$ cat config.mk
export PLATFORM = sky130hd
export DESIGN_NAME = bcd_conv_arbiter
export DESIGN_NICKNAME = d
export VERILOG_FILES = /design/src/rtl/bcd_conv_arbiter.sv
export SDC_FILE = /design/constraint.sdc
export NUM_CORES = 1
export LEC_CHECK = 0
export CAP_MARGIN = 15
export CORE_MARGIN = 2
export CORE_UTILIZATION = 51
export CTS_CLUSTER_DIAMETER = 80
export DETAILED_ROUTE_END_ITERATION = 6
export PLACE_DENSITY_LB_ADDON = 0.25
export SLEW_MARGIN = 5
export SYNTH_ARGS = -nofsm -noshare
export SYNTH_HDL_FRONTEND = slang
export SYNTH_SLANG_ARGS = --single-unit
export TNS_END_PERCENT = 1
$ cat constraint.sdc
create_clock -name clk -period 2 [get_ports clk]
set_input_delay 0.4 -clock clk [delete_from_list [all_inputs] [get_ports clk]]
set_output_delay 0.4 -clock clk [all_outputs]
set_load 0.05 [all_outputs]
$ cat src/rtl/bcd_conv_arbiter.sv
// Round-robin arbiter sharing one external binary-to-BCD converter between two requesters,
// with per-requester result storage and a 4-digit scan display. Define BCD_LEADING_ZERO_BLANK_EN to blank leading zeros.
module bcd_conv_arbiter #(
   parameter int SETTLE_CYCLES = 1,
   parameter int REFRESH_DIV   = 100000
) (
   input  logic        clk,
   input  logic        rst,
   input  logic        a_valid,
   input  logic [9:0]  a_data,
   output logic        a_ready,
   output logic        a_done,
   input  logic        b_valid,
   input  logic [9:0]  b_data,
   output logic        b_ready,
   output logic        b_done,
   output logic [9:0]  conv_bin,
   input  logic [11:0] conv_bcd,
   input  logic        disp_sel,
   output logic        a_ovf,
   output logic        b_ovf,
   output logic [3:0]  an,
   output logic [3:0]  digit_bcd
);

   localparam int   SCAN_W  = $clog2(REFRESH_DIV);
   localparam logic GRANT_A = 1'b0;
   localparam logic GRANT_B = 1'b1;

   typedef enum logic {IDLE, CONV} state_t;

   state_t      state, state_nxt;
   logic        last_grant;
   logic [3:0]  settle_cnt;
   logic        grant_a, grant_b, a_fire, b_fire, capture;
   logic [11:0] stored_a, stored_b;

   logic [SCAN_W-1:0] scan_cnt;
   logic [1:0]        digit_idx, idx_nxt;
   logic              scan_wrap;
   logic [11:0]       sel_val;
   logic [3:0]        an_nxt, digit_nxt;

   function automatic logic [9:0] clamp(input logic [9:0] d);
      return (d > 10'd999) ? 10'd999 : d;
   endfunction

   // On a tie the requester that was not served last wins.
   assign grant_a = a_valid && (!b_valid || last_grant == GRANT_B);
   assign grant_b = b_valid && (!a_valid || last_grant == GRANT_A);
   assign a_fire  = a_valid && a_ready;
   assign b_fire  = b_valid && b_ready;
   assign capture = (state == CONV) && (settle_cnt == 4'(SETTLE_CYCLES - 1));

   // NOTE: clocked state uses non-blocking assignments so every register samples pre-edge values.
   always_ff @(posedge clk) begin
      if (rst) state <= IDLE;
      else     state <= state_nxt;
   end

   always_comb begin
      state_nxt = state;
      case (state)
         IDLE:    if (a_fire || b_fire) state_nxt = CONV;
         CONV:    if (capture)          state_nxt = IDLE;
         default: state_nxt = IDLE;
      endcase
   end

   // NOTE: every always_comb output gets a default first so no latch is inferred.
   always_comb begin
      a_ready = 1'b0;
      b_ready = 1'b0;
      if (!rst && state == IDLE) begin
         a_ready = grant_a;
         b_ready = grant_b;
      end
   end

   always_ff @(posedge clk) begin
      if (rst) begin
         last_grant <= GRANT_B;
         settle_cnt <= '0;
         conv_bin   <= '0;
         stored_a   <= '0;
         stored_b   <= '0;
         a_ovf      <= 1'b0;
         b_ovf      <= 1'b0;
         a_done     <= 1'b0;
         b_done     <= 1'b0;
      end else begin
         a_done <= 1'b0;
         b_done <= 1'b0;
         if (a_fire) begin
            conv_bin   <= clamp(a_data);
            a_ovf      <= (a_data > 10'd999);
            last_grant <= GRANT_A;
            settle_cnt <= '0;
         end else if (b_fire) begin
            conv_bin   <= clamp(b_data);
            b_ovf      <= (b_data > 10'd999);
            last_grant <= GRANT_B;
            settle_cnt <= '0;
         end else if (state == CONV) begin
            settle_cnt <= settle_cnt + 4'd1;
            if (capture) begin
               if (last_grant == GRANT_A) begin
                  stored_a <= conv_bcd;
                  a_done   <= 1'b1;
               end else begin
                  stored_b <= conv_bcd;
                  b_done   <= 1'b1;
               end
            end
         end
      end
   end

   // Display outputs are decoded for the digit that becomes active at the next wrap.
   assign scan_wrap = (scan_cnt == SCAN_W'(REFRESH_DIV - 1));
   assign idx_nxt   = digit_idx + 2'd1;
   assign sel_val   = disp_sel ? stored_b : stored_a;

   always_comb begin
      an_nxt    = 4'b1111;
      digit_nxt = 4'd0;
      case (idx_nxt)
         2'd0: begin
            an_nxt    = 4'b1110;
            digit_nxt = sel_val[3:0];
         end
         2'd1: begin
`ifdef BCD_LEADING_ZERO_BLANK_EN
            if (sel_val[11:4] != 8'd0) begin
               an_nxt    = 4'b1101;
               digit_nxt = sel_val[7:4];
            end
`else
            an_nxt    = 4'b1101;
            digit_nxt = sel_val[7:4];
`endif
         end
         2'd2: begin
`ifdef BCD_LEADING_ZERO_BLANK_EN
            if (sel_val[11:8] != 4'd0) begin
               an_nxt    = 4'b1011;
               digit_nxt = sel_val[11:8];
            end
`else
            an_nxt    = 4'b1011;
            digit_nxt = sel_val[11:8];
`endif
         end
         default: ;
      endcase
   end

   always_ff @(posedge clk) begin
      if (rst) begin
         scan_cnt  <= '0;
         digit_idx <= 2'd0;
         an        <= 4'b1111;
         digit_bcd <= 4'd0;
      end else if (scan_wrap) begin
         scan_cnt  <= '0;
         digit_idx <= idx_nxt;
         an        <= an_nxt;
         digit_bcd <= digit_nxt;
      end else begin
         scan_cnt  <= scan_cnt + SCAN_W'(1);
      end
   end

endmodule

[Word level (Yosys, flattened, before mapping)]
Cells that the tools add are included.
Word-level totals
  output and inout port bits: 24
  logic and storage cells: 64
  register bits: 71
Operators by class
  reductions and logical operators: 21
  bitwise logic cells: 5
  equal/unequal tests: 3
  multiplexer cells: 16
  order comparisons: 2
  $add $sub $neg: 3
Operator list (count)
  two-way mux 10 bit: 4
  > comparator 10 bit, second input constant: 2
  adder 17 x 1 -> 17 bit, second input constant: 1
  == test 17 bit, second input constant: 1
  two-way mux 12 bit: 1
  one-hot mux 4 bit (3 select lines): 1
  AND reduction 5 bit: 2
  one-hot mux 3 bit (3 select lines): 1
  two-way mux 1 bit: 8
  logical AND 1 bit: 6
  inverter 1 bit: 5
  OR reduction 5 bit: 1
  adder 4 x 1 -> 4 bit, second input constant: 1
  zero test 4 bit: 1
  zero test 1 bit: 3
  logical OR 1 bit: 3
  OR reduction 3 bit: 1
  adder 2 x 1 -> 2 bit, second input constant: 1
  == test 2 x 1 -> 1 bit, second input constant: 1
  == test 2 bit, second input constant: 1
  zero test 2 bit: 1
  one-hot mux 1 bit (2 select lines): 1
  AND reduction 2 bit: 1
  nonzero test 2 bit: 1
  OR reduction 2 bit: 1

[Depth between registers and ports, before layout]
Gate-level depths: netlist of run 1.
  word-level depth: 8
  depth in mapped cells: 8
  mapped depth without buffers: 6

[Worst setup path after synthesis of run 1]
OpenSTA, ideal clock, no wires.
  path kind: register -> register
  start point: register scan_cnt[11]
  end point: register scan_cnt[5]
  stages on the path, launching flop included: 8
  setup time: 0.115 ns
  path buffers: 3
  path slack: 0.211 ns
  data arrival time: 1.674 ns
  path through: dfxtp_1 clkbuf_2 or4_1 nor4_4 or2_1 buf_6 buf_12 nor2_1
Between the ends
  word-level cells in the longest chain between the ends: 2
RTL lines
  start: declaration: RTL line 38  | logic [SCAN_W-1:0] scan_cnt;
  start signal: assignment: RTL line 170  | scan_cnt <= scan_cnt + SCAN_W'(1);
  == test 17 bit: RTL line 120  | assign scan_wrap = (scan_cnt == SCAN_W'(REFRESH_DIV - 1));
  OR reduction 2 bit (no source line)
No other way between the ends.
A chain may end at the register's enable or synchronous reset.

[Final worst setup path of run 1]
  start point: register conv_bin[5]
  end point: output conv_bin[5]
RTL lines
  start: declaration: RTL line 17  | output logic [9:0] conv_bin,
  start signal: assignment: RTL line 95  | conv_bin <= clamp(a_data);
  start signal: assignment: RTL line 100  | conv_bin <= clamp(b_data);
No word-level cell between the ends.

==> results_dict.tcl, run 1 <==
set metrics [dict create \
    cpMaxStageDelayCell "clkdlybuf4s50_1" \
    cts.repair.resized 0 \
    grt_use_met3 0.05000 \
    cts_max_path_buffers 2 \
    synth_nets 398 \
    cp_max_fo 2 \
    nets 463 \
    final_util 0.6879 \
    yosysUniqueCellTypes 48 \
    clk_pin_slew_ns 0.09 \
    p_leak_nw 1.458 \
    rsz0062_at_grt "no" \
    fin_tns_setup_ns 0 \
    grt_max_degree 31 \
    postCtsSetupBuffers 0 \
    max_freq_ghz 0.5163 \
    gr-usage-all-layers 0.2295 \
    start_kind "flip-flop" \
    antenna_left 0 \
    layout_min_cycle_time_ns 1.937 \
    ios 61 \
    clkLatencyLatePin_ns 0.35 \
    clock-sinks 70 \
    top_usage_layer "met2" \
    layout-drive-gt1-share 0.1135 \
    initial_core_util 0.5281 \
    ir_drop_uv 549.1 \
    critical_path.top_delay_family "buffers and inverters" \
    portBuffers 59 \
    die_area_sq_um 6773 \
    slew_headroom 0.6075 \
    cts-root-buf "clkbuf_8" \
    synth_async_sr_flop_share 0 \
    cts-htree-levels 3 \
    crit_arrival_ns 1.54 \
    vias 2762 \
    postRouteWirelength_um 7388 \
    max_slew.worst_pin.slew_ns 0.5826 \
    synthCells 353 \
    synth_warnings 0 \
    rows 28 \
    wire_per_inst_um 14.84 \
    hold_viol 0 \
    gp_congestion 0.8297 \
    hpwl_um 5325 \
    grt_pass1_vias 2626 \
    antennaDiodeCount 0 \
    drt_pass1_iterations 4 \
    path_class "flip-flop to output port" \
    holdBufCountCts 0 \
    grt_overflow 0 \
    power_density_nw_per_um2 786.4 \
    drc 0 \
    p_total_mw 3.203 \
    grt_pass1_wl_um 11920 \
    syn_avg_cell_area_sq_um 8.858 \
    end_kind "output port" \
    crit_chain "clkdlybuf4s50_1" \
    final_max_slew_viol_count 0 \
    dieHeight_um 82.30 \
    areaGrowthSynthToFinish_pct 30.25 \
    synth-seq-cells 70 \
    netlist_area_sq_um 3127 \
    gr-usage-met1 0.2915 \
    ys_seq_area_frac 0.4482 \
    hold_class "flip-flop to flip-flop" \
    vias_per_cell 5.546 \
    use_met2 0.3766 \
    path_buf_inv 1 \
    cts_made_buffers 9 \
    cp.required_ns 1.60 \
    fillers 455 \
    stdcell_area_sq_um 4073 \
    synth_flop_cell "dfxtp_1" \
    die_width_um 82.30 \
    finClkSkew_ns 0.01183 \
    core_sq_um 5921 \
    period_share 0.9684 \
    cts_tree "done" \
    max_stage_delay_ns 0.82 \
    finalSetupViolCount 0 \
    status "complete, no violations" \
    synth_edf_count 0 \
    antenna_found_initial 0 \
    drtIter0Drc 200 \
    placed_area_sq_um 3846 \
    cap_violations 0 \
    whs_ns 0.4576 \
]
[path summary, 6_finish.rpt]
check / cells after the start / end / slack [ns] / start
setup / recovery: 1 / conv_bin[5] / 0.06 / conv_bin[5]$_SDFFE_PP0P_
hold / removal: 2 / stored_b[1]$_SDFFE_PP0P_ / 0.46 / stored_b[1]$_SDFFE_PP0P_
hold reg to reg: 2 / stored_b[1]$_SDFFE_PP0P_ / 0.46 / stored_b[1]$_SDFFE_PP0P_
setup reg to reg: 5 / scan_cnt[2]$_SDFF_PP0_ / 0.20 / scan_cnt[5]$_SDFF_PP0_
[Yosys cell counts, types with 3 or more instances]
library cell	count	area, sq um
ha_1	8	100.1
dfxtp_1	70	1401
xor2_1	7	61.31
xnor2_1	11	96.34
nor3_1	5	25.02
buf_2	4	20.02
mux2_2	4	45.04
o21ai_0	13	65.06
a221oi_1	4	35.03
a22oi_1	6	45.04
a211o_1	3	26.28
nor2b_1	3	18.77
a21oi_1	22	110.1
a222oi_1	3	30.03
nand2b_1	4	25.02
mux2i_1	14	140.1
clkbuf_1	15	56.30
nand3b_1	6	45.04
nor2_1	51	191.4
nand2_1	22	82.58
nor4_1	7	43.79
inv_1	11	41.29
nand3_1	21	105.1
nand4_1	9	56.30
[layout by cell type (no fill, tap or decap), types with 2 or more instances in the layout]
| cell | count |
|---|---|
| a311oi_1 | 2 |
| a222oi_1 | 3 |
| nor3_1 | 5 |
| a211o_1 | 3 |
| buf_4 | 22 |
| and3_1 | 2 |
| bufinv_16 | 2 |
| inv_6 | 3 |
| a21oi_1 | 22 |
| a221oi_1 | 4 |
| dfxtp_1 | 70 |
| o21ai_0 | 13 |
| clkbuf_8 | 9 |
| nand2b_1 | 4 |
| buf_12 | 2 |
| nand4_1 | 9 |
| nor2_1 | 51 |
| a22oi_1 | 6 |
| nor2b_1 | 3 |
| xnor2_1 | 11 |
| o211ai_1 | 2 |
| clkdlybuf4s50_1 | 56 |
| ha_1 | 8 |
| nand2_1 | 22 |
| xor2_1 | 7 |
| mux2_2 | 4 |
| nor4_1 | 7 |
| inv_1 | 10 |
| mux2i_1 | 14 |
| nand3_1 | 21 |
| or4_1 | 2 |
| nand3b_1 | 6 |
[worst register-to-register path, cell delays in order, from the launching register on]
cell and delay (ns):
dfxtp_1 0.39, or4b_1 0.59, nor4_4 0.32, or2_1 0.17
buf_4 0.17, nor2_1 0.06
[sequential cells by signal, indices dropped and copies added (netlist names), 2 cells and up]
name and flops:
stored_a 12, conv_bin 10, scan_cnt 17, digit_idx 2, an 3, stored_b 12
settle_cnt 4, digit_bcd 4
[through the flow]
step | worst slack [ns] | std cells
6_report | 0.06319 | 498
5_1_grt | 0.0004762 | 498
4_1_cts | 0.05366 | 498
3_5_place_dp | 0.03279 | 482
3_3_place_gp | 0.08546 | 482
2_1_floorplan | 0.2113 | 353
[where the power goes]
group	total, mW	internal [mW]	leakage (nW)	switching (mW)
clock network	1.30	0.717	0.111	0.585
logic	0.429	0.193	0.779	0.237
registers	1.47	1.44	0.568	0.0321
[kinds of logic (layout without fill, tap and decap cells)]
logic type                 Yosys count  in the layout  share of synthesized area
adders and majority gates            8              8                    0.03201
other                                1              1                   0.001199
xor gates and xnor gates            18             18                    0.05042
DFF                                 70             70                     0.4482
muxes                               18             18                    0.05922
buffers and inverters               37            107                    0.05802
and+or+nand+nor                    141            141                     0.2277
AOI/OAI and AO/OA                   60             60                     0.1233
[routing by layer]
layer,part of all wire,vias to the layer above
met3,0.053,10
li1,-,1372
met5,0,-
met2,0.49,81
met1,0.44,1299
met4,0.013,0
[cell type report]
| class | count | area [sq um] | share of cell area |
|---|---|---|---|
| timing repair buffer | 80 | 765.7 | 0.1880 |
| tap | 75 | 93.84 | 0.02304 |
| inverter | 11 | 41.29 | 0.01014 |
| sequential | 70 | 1401 | 0.3441 |
| clock inverter | 7 | 102.6 | 0.02519 |
| clock buffer | 9 | 123.9 | 0.03041 |
| multi-input combinational | 246 | 1544 | 0.3791 |
(Power assumes the default switching activity.)
==> inputs of run 2 (changes only) <==
Settings changed: CORE_MARGIN 2 to 4.
==> run 2 against run 1 <==
  * Critical path depth is the same
  * Sequential power is essentially flat
  * Via count shrank 1.2%
  * Total power grew 3.0%
  * Final cell count shrank 1.0%
  * Clock power grew 8%
  * Maximum frequency grew 0.66%
  * Largest power group unchanged
==> results_dict.tcl, run 2 (synthesis gave the netlist of run 1 again) <==
set metrics [dict create \
    status "complete, no violations" \
    grt_pass1_vias 2586 \
    max_stage_delay_ns 0.82 \
    period_share 0.9620 \
    cts.repair.resized 0 \
    crit_arrival_ns 1.52 \
    layout-drive-gt1-share 0.1029 \
    regMostFlops "scan_cnt" \
    dieHeight_um 86.30 \
    largest_reg_flops 17 \
    cp_max_fo 2 \
    layout_min_cycle_time_ns 1.924 \
    crit_chain "clkdlybuf4s50_1" \
    finalSetupViolCount 0 \
    cpMaxStageDelayCell "clkdlybuf4s50_1" \
    antenna_found_initial 0 \
    grt_pass1_wl_um 12430 \
    initial_core_util 0.5281 \
    reg_top3 "scan_cnt (17), stored_a (12), stored_b (12)" \
    areaGrowthSynthToFinish_pct 29.69 \
    cts_made_buffers 9 \
    grt_max_degree 32 \
    ios 61 \
    drtIter0Drc 177 \
    critical_path.top_delay_family "buffers and inverters" \
    holdBufCountCts 0 \
    vias 2728 \
    core_sq_um 5921 \
    drt_pass1_iterations 7 \
    p_total_mw 3.299 \
    die_width_um 86.30 \
    clk_pin_slew_ns 0.07 \
    cts-root-buf "clkbuf_8" \
    drc 0 \
    portBuffers 59 \
    finClkSkew_ns 0.009477 \
    postCtsSetupBuffers 0 \
    cp.required_ns 1.60 \
    fillers 469 \
    seq_area_sq_um 1401 \
    fin_tns_setup_ns 0 \
    cap_violations 0 \
    vias_per_cell 5.533 \
    gp_congestion 0.8141 \
    multi_input_area_sq_um 1544 \
    nets 458 \
    clkLatencyLatePin_ns 0.35 \
    stdcell_area_sq_um 4055 \
    final_max_slew_viol_count 0 \
    postRouteWirelength_um 7362 \
    hold_viol 0 \
    slew_headroom 0.6188 \
    p_leak_nw 1.449 \
    antennaDiodeCount 0 \
    max_slew.worst_pin.slew_ns 0.5658 \
    die_area_sq_um 7448 \
    rsz0062_at_grt "no" \
    clock-sinks 70 \
    rows 28 \
    gr-usage-all-layers 0.2099 \
    layout_commonest_cell "dfxtp_1" \
    path_class "flip-flop to output port" \
    end_kind "output port" \
    max_freq_ghz 0.5197 \
    wire_per_inst_um 14.93 \
    hold_class "flip-flop to flip-flop" \
    ir_drop_uv 617.6 \
    cts-htree-levels 3 \
    start_kind "flip-flop" \
    hpwl_um 5151 \
    placed_area_sq_um 3809 \
    antenna_left 0 \
    grt_overflow 0 \
    cts_tree "done" \
    layout_common_cells "dfxtp_1, clkdlybuf4s50_1, nor2_1" \
    cts_max_path_buffers 2 \
    power_density_nw_per_um2 813.4 \
    path_buf_inv 1 \
]
-- run 2: cell types whose count changed in the layout (fill, tap and decap cells not counted), sizes merged --
cell	before	now
buf	24	19
inv	14	11
clkinv	1	3
bufinv	2	3
clkbuf	9	10
clkinvlp	1	0
-- run 2: power by group --
part / leakage (nW) / internal, mW / total [mW] / switching [mW]
logic: 0.754 / 0.189 / 0.421 / 0.231
registers: 0.568 / 1.44 / 1.47 / 0.0312
clock network: 0.126 / 0.860 / 1.41 / 0.547
-- run 2: worst paths after layout --
kind                            slack, ns  depth (start not counted)                      from                        to
worst max register to register       0.11                          5    scan_cnt[6]$_SDFF_PP0_    scan_cnt[6]$_SDFF_PP0_
worst max-delay path                 0.08                          1  conv_bin[5]$_SDFFE_PP0P_               conv_bin[5]
worst min-delay path                 0.46                          2  stored_b[0]$_SDFFE_PP0P_  stored_b[0]$_SDFFE_PP0P_
worst min register to register       0.46                          2  stored_b[0]$_SDFFE_PP0P_  stored_b[0]$_SDFFE_PP0P_
-- run 2: worst reg2reg max path: cells and delay by family, from the launching register on --
kind | cells | cell delay, ns
buffers and inverters | 1 | 0.17
and+or+nand+nor | 4 | 1.22
DFF | 1 | 0.39
-- run 2: area by class of cell --
| cell class | instances | area share |
|---|---|---|
| repair buffers | 75 | 0.1796 |
| multi-input cells | 246 | 0.3807 |
| flip-flops and latches | 70 | 0.3456 |
| clock buffers | 10 | 0.03394 |
| clock inverters | 6 | 0.02684 |
| well taps | 75 | 0.02314 |
| inverters | 11 | 0.01018 |
-- run 2: per-layer routing --
layer | GRT usage | up-vias | wire length [um] | part of all wire
met1 | 0.2877 | 1261 | 3377 | 0.46
li1 | - | 1356 | - | -
met4 | 0.07649 | 0 | 92 | 0.012
met2 | 0.3203 | 100 | 3367 | 0.46
met3 | 0.05418 | 11 | 524 | 0.071
met5 | 0 | - | 0 | 0
-- run 2: metrics by stage --
step                      utilization  hold slack (ns)  setup slack, ns  instances
after CTS                      0.6849           0.4570          0.03016        493
after floorplan                     -           0.4298           0.2113        353
after global routing           0.6849           0.4772          0.01985        493
final                          0.6849           0.4573          0.07592        493
after global placement         0.6433           0.4383          0.06866        477
after detailed placement       0.6433           0.4466          0.03799        477
